===== config.mk =====
export PLATFORM = sky130hd
export DESIGN_NAME = booth_seq_multiplier
export DESIGN_NICKNAME = d
export VERILOG_FILES = /design/src/rtl/booth_seq_pkg.sv /design/src/rtl/booth_recoder.sv /design/src/rtl/booth_seq_multiplier.sv
export SDC_FILE = /design/constraint.sdc
export NUM_CORES = 1
export LEC_CHECK = 0
export CORE_MARGIN = 2
export CORE_UTILIZATION = 50
export DETAILED_ROUTE_END_ITERATION = 12
export PLACE_DENSITY = 0.75
export SYNTH_ARGS = -nofsm -noshare
export SYNTH_HDL_FRONTEND = slang
export SYNTH_SLANG_ARGS = --single-unit
export TNS_END_PERCENT = 20

===== constraint.sdc =====
create_clock -name clk -period 5.29 [get_ports clk]
set_clock_uncertainty 0.15 [all_clocks]
set_input_delay 0.7935 -clock clk [delete_from_list [all_inputs] [get_ports clk]]
set_output_delay 0.7935 -clock clk [all_outputs]
set_load 0.005 [all_outputs]

===== src/rtl/booth_seq_pkg.sv =====
// Shared types and sizing helpers for the sequential Booth multiplier.
// Defining BOOTH_RADIX4_EN selects radix-4 modified Booth recoding; otherwise radix-2.
package booth_seq_pkg;

  typedef enum logic [1:0] {
    StIdle,
    StRun,
    StDone
  } boothState_e;

  localparam int unsigned DefaultWidth = 25;

`ifdef BOOTH_RADIX4_EN
  localparam bit Radix4En = 1'b1;
`else
  localparam bit Radix4En = 1'b0;
`endif

  // Radix-4 retires two multiplier bits per step over a sign-extended (width+1)-bit multiplier.
  function automatic int unsigned iterCount(input int unsigned width, input bit radix4);
    return radix4 ? (width + 2) / 2 : width;
  endfunction

endpackage


===== src/rtl/booth_recoder.sv =====
// Combinational Booth digit decoder: maps a 3-bit multiplier window {b+1, b, b-1}
// to a signed digit in {0, +-1, +-2} expressed as zero/negate/double selects.
module booth_recoder (
  input  logic [2:0] window,
  output logic       selZero,
  output logic       selNeg,
  output logic       selDouble
);

  always_comb begin
    selZero   = (window == 3'b000) || (window == 3'b111);
    selDouble = (window == 3'b011) || (window == 3'b100);
    selNeg    = window[2];
  end

endmodule


===== src/rtl/booth_seq_multiplier.sv =====
// Sequential signed Booth multiplier, one recoded digit per cycle.
// BOOTH_RADIX4_EN selects radix-4 (ceil((WIDTH+1)/2) steps) instead of radix-2 (WIDTH steps).
module booth_seq_multiplier
  import booth_seq_pkg::*;
#(
  parameter int unsigned WIDTH = DefaultWidth
) (
  input  logic                 clk,
  input  logic                 rst,
  input  logic                 start,
  input  logic [WIDTH-1:0]     M,
  input  logic [WIDTH-1:0]     Q,
  output logic                 busy,
  output logic                 done,
  output logic [2*WIDTH-1:0]   Z
);

  localparam int unsigned N     = iterCount(WIDTH, Radix4En);
  localparam int unsigned Shift = Radix4En ? 2 : 1;
  // One guard bit per shifted position keeps +-2M and -(most negative M) exact.
  localparam int unsigned AccW  = WIDTH + Shift;
  localparam int unsigned QW    = Radix4En ? 2 * N : WIDTH;
  localparam int unsigned TotW  = AccW + QW + 1;
  localparam int unsigned CntW  = $clog2(N + 1);
  localparam int unsigned ZW    = 2 * WIDTH;

  boothState_e stateQ, stateD;
  logic [WIDTH-1:0] mQ, mD;
  logic [AccW-1:0]  accQ, accD;
  logic [QW-1:0]    mulQ, mulD;
  logic             qm1Q, qm1D;
  logic [CntW-1:0]  cntQ, cntD;
  logic [ZW-1:0]    zQ, zD;

  logic [2:0] window;
  logic       selZero, selNeg, selDouble;

`ifdef BOOTH_RADIX4_EN
  assign window = {mulQ[1], mulQ[0], qm1Q};
`else
  // Duplicating bit 0 makes the radix-4 table yield the radix-2 digits {0, +1, -1}.
  assign window = {mulQ[0], mulQ[0], qm1Q};
`endif

  booth_recoder u_recoder (
    .window   (window),
    .selZero  (selZero),
    .selNeg   (selNeg),
    .selDouble(selDouble)
  );

  logic signed [AccW-1:0] mExt, mag, pp, sum;
  logic signed [TotW-1:0] shifted;

  always_comb begin
    mExt    = AccW'($signed(mQ));
    mag     = selDouble ? (mExt <<< 1) : mExt;
    pp      = selZero ? '0 : (selNeg ? -mag : mag);
    sum     = $signed(accQ) + pp;
    shifted = $signed({sum, mulQ, qm1Q}) >>> Shift;
  end

  always_comb begin
    stateD = stateQ;
    mD     = mQ;
    accD   = accQ;
    mulD   = mulQ;
    qm1D   = qm1Q;
    cntD   = cntQ;
    zD     = zQ;
    unique case (stateQ)
      StIdle: begin
        if (start) begin
          mD     = M;
          accD   = '0;
          mulD   = QW'($signed(Q));
          qm1D   = 1'b0;
          cntD   = CntW'(N);
          stateD = StRun;
        end
      end
      StRun: begin
        if (cntQ == '0) begin
          zD     = ZW'({accQ, mulQ});
          stateD = StDone;
        end else begin
          accD = shifted[TotW-1 -: AccW];
          mulD = shifted[QW:1];
          qm1D = shifted[0];
          cntD = cntQ - CntW'(1);
        end
      end
      StDone: stateD = StIdle;
      default: stateD = StIdle;
    endcase
  end

  always_ff @(posedge clk) begin
    if (rst) begin
      stateQ <= StIdle;
      mQ     <= '0;
      accQ   <= '0;
      mulQ   <= '0;
      qm1Q   <= 1'b0;
      cntQ   <= '0;
      zQ     <= '0;
    end else begin
      stateQ <= stateD;
      mQ     <= mD;
      accQ   <= accD;
      mulQ   <= mulD;
      qm1Q   <= qm1D;
      cntQ   <= cntD;
      zQ     <= zD;
    end
  end

  assign busy = (stateQ != StIdle);
  assign done = (stateQ == StDone);
  assign Z    = zQ;

endmodule


### Yosys cells after proc, flatten, opt, wreduce, memory -nomap -nowiden

Cells that the tools add are included.
Widths: inputs -> output; s select.

| word-level totals | value |
|---|---|
| ROM bits | 0 |
| latch bits | 0 |
| bits in writable memories | 0 |
| memories | 0 |
| word-level logic and storage cells | 47 |
| flip-flop bits (word level) | 134 |
| bits of input ports | 53 |
| output and inout bits | 52 |

| operators by class | value |
|---|---|
| bitwise gates (word level) | 0 |
| muxes and demuxes | 18 |
| $lt $le $gt $ge | 0 |
| multipliers | 0 |
| divide/modulo/power cells | 0 |
| eq/ne operators | 8 |
| reduce and logical (&&, ||, !) cells | 11 |
| shift operators | 0 |
| $add $sub $neg | 3 |

Operators by type and width:

| kind | count |
|---|---|
| $mux 26 | 4 |
| $mux 25 | 3 |
| $pmux 26 s2 | 1 |
| $pmux 25 s2 | 1 |
| $add 26x26->26 | 1 |
| $neg 26->26 | 1 |
| $mux 5 | 2 |
| $pmux 5 s2 | 1 |
| $eq 3x3->1 const B | 2 |
| $ne 2x2->1 const B | 3 |
| $reduce_and 2->1 | 3 |
| $logic_not 5->1 | 1 |
| $sub 5x1->5 const B | 1 |
| $mux 2 | 2 |
| $pmux 2 s2 | 1 |
| $reduce_bool 2->1 | 2 |
| $eq 3x2->1 const B | 1 |
| $logic_not 3->1 | 1 |
| $reduce_and 3->1 | 1 |
| $eq 2x1->1 const B | 1 |
| $eq 2x2->1 const B | 1 |
| $logic_not 2->1 | 1 |
| $logic_or 1x1->1 | 2 |
| $mux 1 | 2 |
| $pmux 1 s2 | 1 |

### Depth between registers and ports, before layout

| depth | value |
|---|---|
| word-level depth | 9 |
| gate-level depth with buffers | 16 |
| depth with buffers taken out | 16 |

### Modules after synthesis

From an unflattened synthesis, not the netlist that was laid out.

| unflattened totals | value |
|---|---|
| cell total of the unflattened synthesis | 990 |
| area total of the unflattened synthesis | 7328.3 um2 |

Modules (own cells, without submodules):

| module | sequential area each (um2) | area each (um2) | cells an instance | times used |
|---|---|---|---|---|
| booth_seq_multiplier | 2662.6 | 7289.5 | 983 | 1 |
| booth_recoder | 0.0 | 38.8 | 7 | 1 |

### Least setup slack after synthesis

OpenSTA, ideal clock, no wires.

| timing | value |
|---|---|
| kind | flip-flop to flip-flop |
| start | reg mQ[10] |
| end | reg accQ[24] |
| data required time | 5.013 ns |
| library setup time | 0.127 ns |
| cell stages (with the launch flop) | 15 |
| arrival time | 3.483 ns |
| slack | 1.531 ns |
| path through | dfxtp_1 -> or4_4 -> or4_4 -> nor4_4 -> nand2_1 -> xor2_1 -> a22o_1 -> ha_1 -> nand2_1 -> o21ai_0 -> nor3_1 -> a221o_1 -> a31oi_1 -> and3_4 -> o31ai_2 |

| between the ends | value |
|---|---|
| cells in the longest elaborated chain, start to end | 7 |

Ends and longest elaborated chain:

| what | RTL line | RTL |
|---|---|---|
| start: declaration | booth_seq_multiplier.sv:28 | `logic [WIDTH-1:0] mQ, mD;` |
| start signal: assignment | booth_seq_multiplier.sv:109 | `mQ <= mD;` |
| $mux 25 * | booth_seq_multiplier.sv:57 | `mag = selDouble ? (mExt <<< 1) : mExt;` |
| $neg 26->26 | booth_seq_multiplier.sv:58 | `pp = selZero ? '0 : (selNeg ? -mag : mag);` |
| $mux 26 * (2 in series) | booth_seq_multiplier.sv:58 |  |
| $add 26x26->26 * | booth_seq_multiplier.sv:59 | `sum = $signed(accQ) + pp;` |
| $mux 26 * | booth_seq_multiplier.sv:83 | `if (cntQ == '0) begin` |
| $pmux 26 s2 * | booth_seq_multiplier.sv:71 | `unique case (stateQ)` |
| end signal: assignment | booth_seq_multiplier.sv:102 | `accQ <= '0;` |
| end signal: assignment | booth_seq_multiplier.sv:110 | `accQ <= accD;` |
| end: declaration | booth_seq_multiplier.sv:29 | `logic [AccW-1:0] accQ, accD;` |

Mark *: on every way between the ends. The rest lies on a longest branch, timed or not. The select of a mux whose other input is x is not followed.
A chain may end at the register's enable or synchronous reset.

### Worst setup path after layout

Ends and elaborated chain as after synthesis.

==> impl_metrics.json <==
{
  "cpMaxStageDelayCell": "or4_4",
  "fin_hold_ws_ns": 0.301,
  "use_met1_pct": 32.9,
  "outcome": "complete, no violations",
  "dieHeight_um": 121,
  "start_util_pct": 51.3,
  "slowest_delay_ns": 0.57,
  "postSynth.asyncResetShare_pct": 0,
  "cts_tree": "built",
  "drtPass1Iterations": 5,
  "final_area_um2": 8610,
  "n_fill_cell": 1209,
  "ys_ff_latch": 133,
  "post_synth.cell_area_avg_um2": 7.56,
  "multi_input_area_um2": 3930,
  "cts_hold_buf": 0,
  "total_leakage_power_nw": 3.23,
  "drcViolationCount": 0,
  "synthDistinctLibCells": 58,
  "hp-start": "Z[40]",
  "cts-root-buf": "clkbuf_16",
  "wl_mm": 17.8,
  "cts_buffers": 17,
  "layout_commonest_cell": "nand2_1",
  "busiest_layer": "met2",
  "syn-cell-area_um2": 6830,
  "setup_violations": 0,
  "timing.rr.start": "mQ[10]",
  "post-dp-hpwl_mm": 12.1,
  "place.gp.congestion": 0.921,
  "slew-limit-headroom_pct": 25.6,
  "cts-htree-levels": 4,
  "crit_path_start_kind": "register",
  "grt_max_degree": 110,
  "worst_ir_drop_vdd_v": 0.000218,
  "met2_usage_pct": 40.7,
  "postRouteAntennaNets": 0,
  "syn_inst": 903,
  "cp.required_ns": 5.43,
  "synthFlopType": "dfxtp_1",
  "vias": 6501,
  "synth-seq-area-share_pct": 39.0,
  "worstPathCellList": "or4_4 -> or4_4 -> nor4_4 -> nand2_1 -> xor2_1 -> a22o_1 -> ha_1 -> nand2_1 -> o21ai_0 -> nor3_1 -> a221o_1 -> a31oi_1 -> and3_4 -> o31ai_2",
  "power.total_mw": 2.88,
  "port-buffer-count": 104,
  "rows": 42,
  "final_nets": 1062,
  "layout_min_cycle_time_ns": 4.06,
  "rrSetupSlack_ns": 1.23,
  "ios": 105,
  "rr_worst_depth": 14,
  "crit_fanout": 6,
  "seq_area_um2": 2660,
  "coreArea_um2": 13300,
  "final_layout_size_suffix_gt1_share_pct": 5.14,
  "min_to": "Z[40]",
  "antenna_cells": 0,
  "hold_depth": 2,
  "hp-class": "register to register",
  "dieArea_um2": 14600,
  "grt_pass1_wl_mm": 29.6,
  "die_w_um": 121,
  "wire_per_inst_um": 15.3,
  "setup_tns_ns": 0,
  "synth.top_cell.area_share_pct": 39.0,
  "ys_warn_count": 0,
  "worst_pin_slew_ns": 1.12,
  "cts-resized-gates": 0,
  "vias_per_cell": 5.56,
  "clock_sinks": 133,
  "reg2reg_to": "accQ[24]",
  "fin_crit_sh_pct": 76.8,
  "area_delta_synth_final_pct": 26.1,
  "end_kind": "register",
  "finalMaxSlewViolations": 0,
  "synth_edf_count": 0,
  "use_met3_pct": 6.56,
  "yosys-top-cells-area": "dfxtp_1, nand2_1, a21oi_1, ha_1, a22oi_1",
  "critical_path_class": "register to register",
  "drtIter0Drc": 394,
  "crit_arrival_ns": 4.20,
  "fmax_ghz": 0.246,
  "power.density_nw_per_um2": 334,
  "placed_area_um2": 7950,
  "clk_path_buf_depth": 2,
  "maxCapViolations": 0,
  "grt_overflow": 0,
  "post-cts-setup-buffer-count": 0,
  "grt_antenna_before_repair": 0,
  "final_cell_mix": "nand2_1, a21oi_1, dfxtp_1",
  "clk_latency_ns": 0.42,
  "hold_violations": 0,
  "syn_nets": 985,
  "grt.total_usage_pct": 25.4,
  "grt_pass1_vias": 6200,
  "path_clk_slew_ns": 0.06,
  "final_core_util_pct": 64.7,
  "synth_top_area_cell": "dfxtp_1",
  "grt_setup_unrepaired": "false"
}
-- sequential cells by signal, indices dropped and copies added, names as in the netlist --
| name | flops |
|---|---|
| Z | 50 |
| accQ | 25 |
| cntQ | 5 |
| mQ | 25 |
| mulQ | 25 |
| qm1Q | 1 |
| stateQ | 2 |
-- synthesized netlist by cell type, types with 2 or more instances --
cell / number
a21oi_1: 140
o21bai_1: 4
and2_1: 3
nand3b_1: 4
or4_4: 3
nor4_1: 6
a22oi_1: 26
mux2i_1: 3
xor2_1: 21
a21o_1: 7
nand4_1: 3
or3_1: 6
o2111a_1: 2
a22o_1: 7
o41ai_1: 2
nand3_1: 12
nor3_1: 14
o21ai_1: 16
nand2b_1: 4
and4_1: 3
xnor2_1: 19
o31ai_1: 2
a31oi_1: 5
clkbuf_1: 50
o2111ai_1: 2
dfxtp_1: 133
ha_1: 28
nor2_1: 39
o211ai_1: 3
a21boi_1: 3
nor2b_1: 6
inv_1: 12
o21ai_0: 27
nand2_1: 252
o21a_1: 4
and3_1: 9
a211oi_1: 2
-- per-layer routing --
layer | share of wire, % | vias up | routed length, um
li1 | - | 3291 | -
met1 | 45 | 2981 | 8070
met2 | 46 | 198 | 8200
met3 | 7.0 | 31 | 1250
met4 | 1.8 | 0 | 313
met5 | 0 | - | 0
-- power breakdown --
group / total (mW) / leakage [nW] / switching, mW / internal, mW
Sequential: 1.10 / 1.08 / 0.0502 / 1.05
Clock: 1.33 / 0.323 / 0.448 / 0.886
Combinational: 0.442 / 1.82 / 0.268 / 0.174
Total: 2.88 / 3.23 / 0.767 / 2.11
-- stage by stage --
| step | setup slack, ns | instances |
|---|---|---|
| after floorplan | 1.53 | 903 |
| after global placement | 1.36 | 1137 |
| after detailed placement | 1.25 | 1137 |
| after CTS | 1.23 | 1169 |
| after global routing | 0.778 | 1169 |
| final | 1.23 | 1169 |
-- worst max-delay path by stage --
stage,end,start,slack (ns),depth (start not counted)
finish,accQ[24],mQ[10],1.23,14
global route,accQ[23],mQ[2],0.78,15
CTS,accQ[21],mQ[2],1.23,13
detailed placement,accQ[21],mQ[2],1.25,13
global placement,accQ[21],mQ[2],1.36,13
floorplan,accQ[24],mQ[10],1.53,14
-- kinds of logic after synthesis --
family          Yosys count  share of synthesized area, %
compound gates          261                          22.4
xor+xnor                 40                          5.13
fa+ha+maj                29                          5.43
buf+inv                  65                          3.70
flops                   133                          39.0
mux                       4                         0.605
simple gates            371                          23.7
-- area by class of cell --
cell class                 instances  share of cell area, %
clock inverter                    12                   2.62
timing repair buffer             111                   12.7
multi-input combinational        705                   45.6
sequential                       133                   30.9
inverter                          12                  0.523
clock buffer                      20                   5.07
tap                              176                   2.56
-- critical path, delay by kind of cell (launching register included) --
kind	cells	cell delay (ns)
adders and majority gates	1	0.33
DFF	1	0.36
xor gates and xnor gates	1	0.14
and+or+nand+nor	7	1.80
AOI/OAI and AO/OA	5	1.15
(Power assumes the default switching activity.)
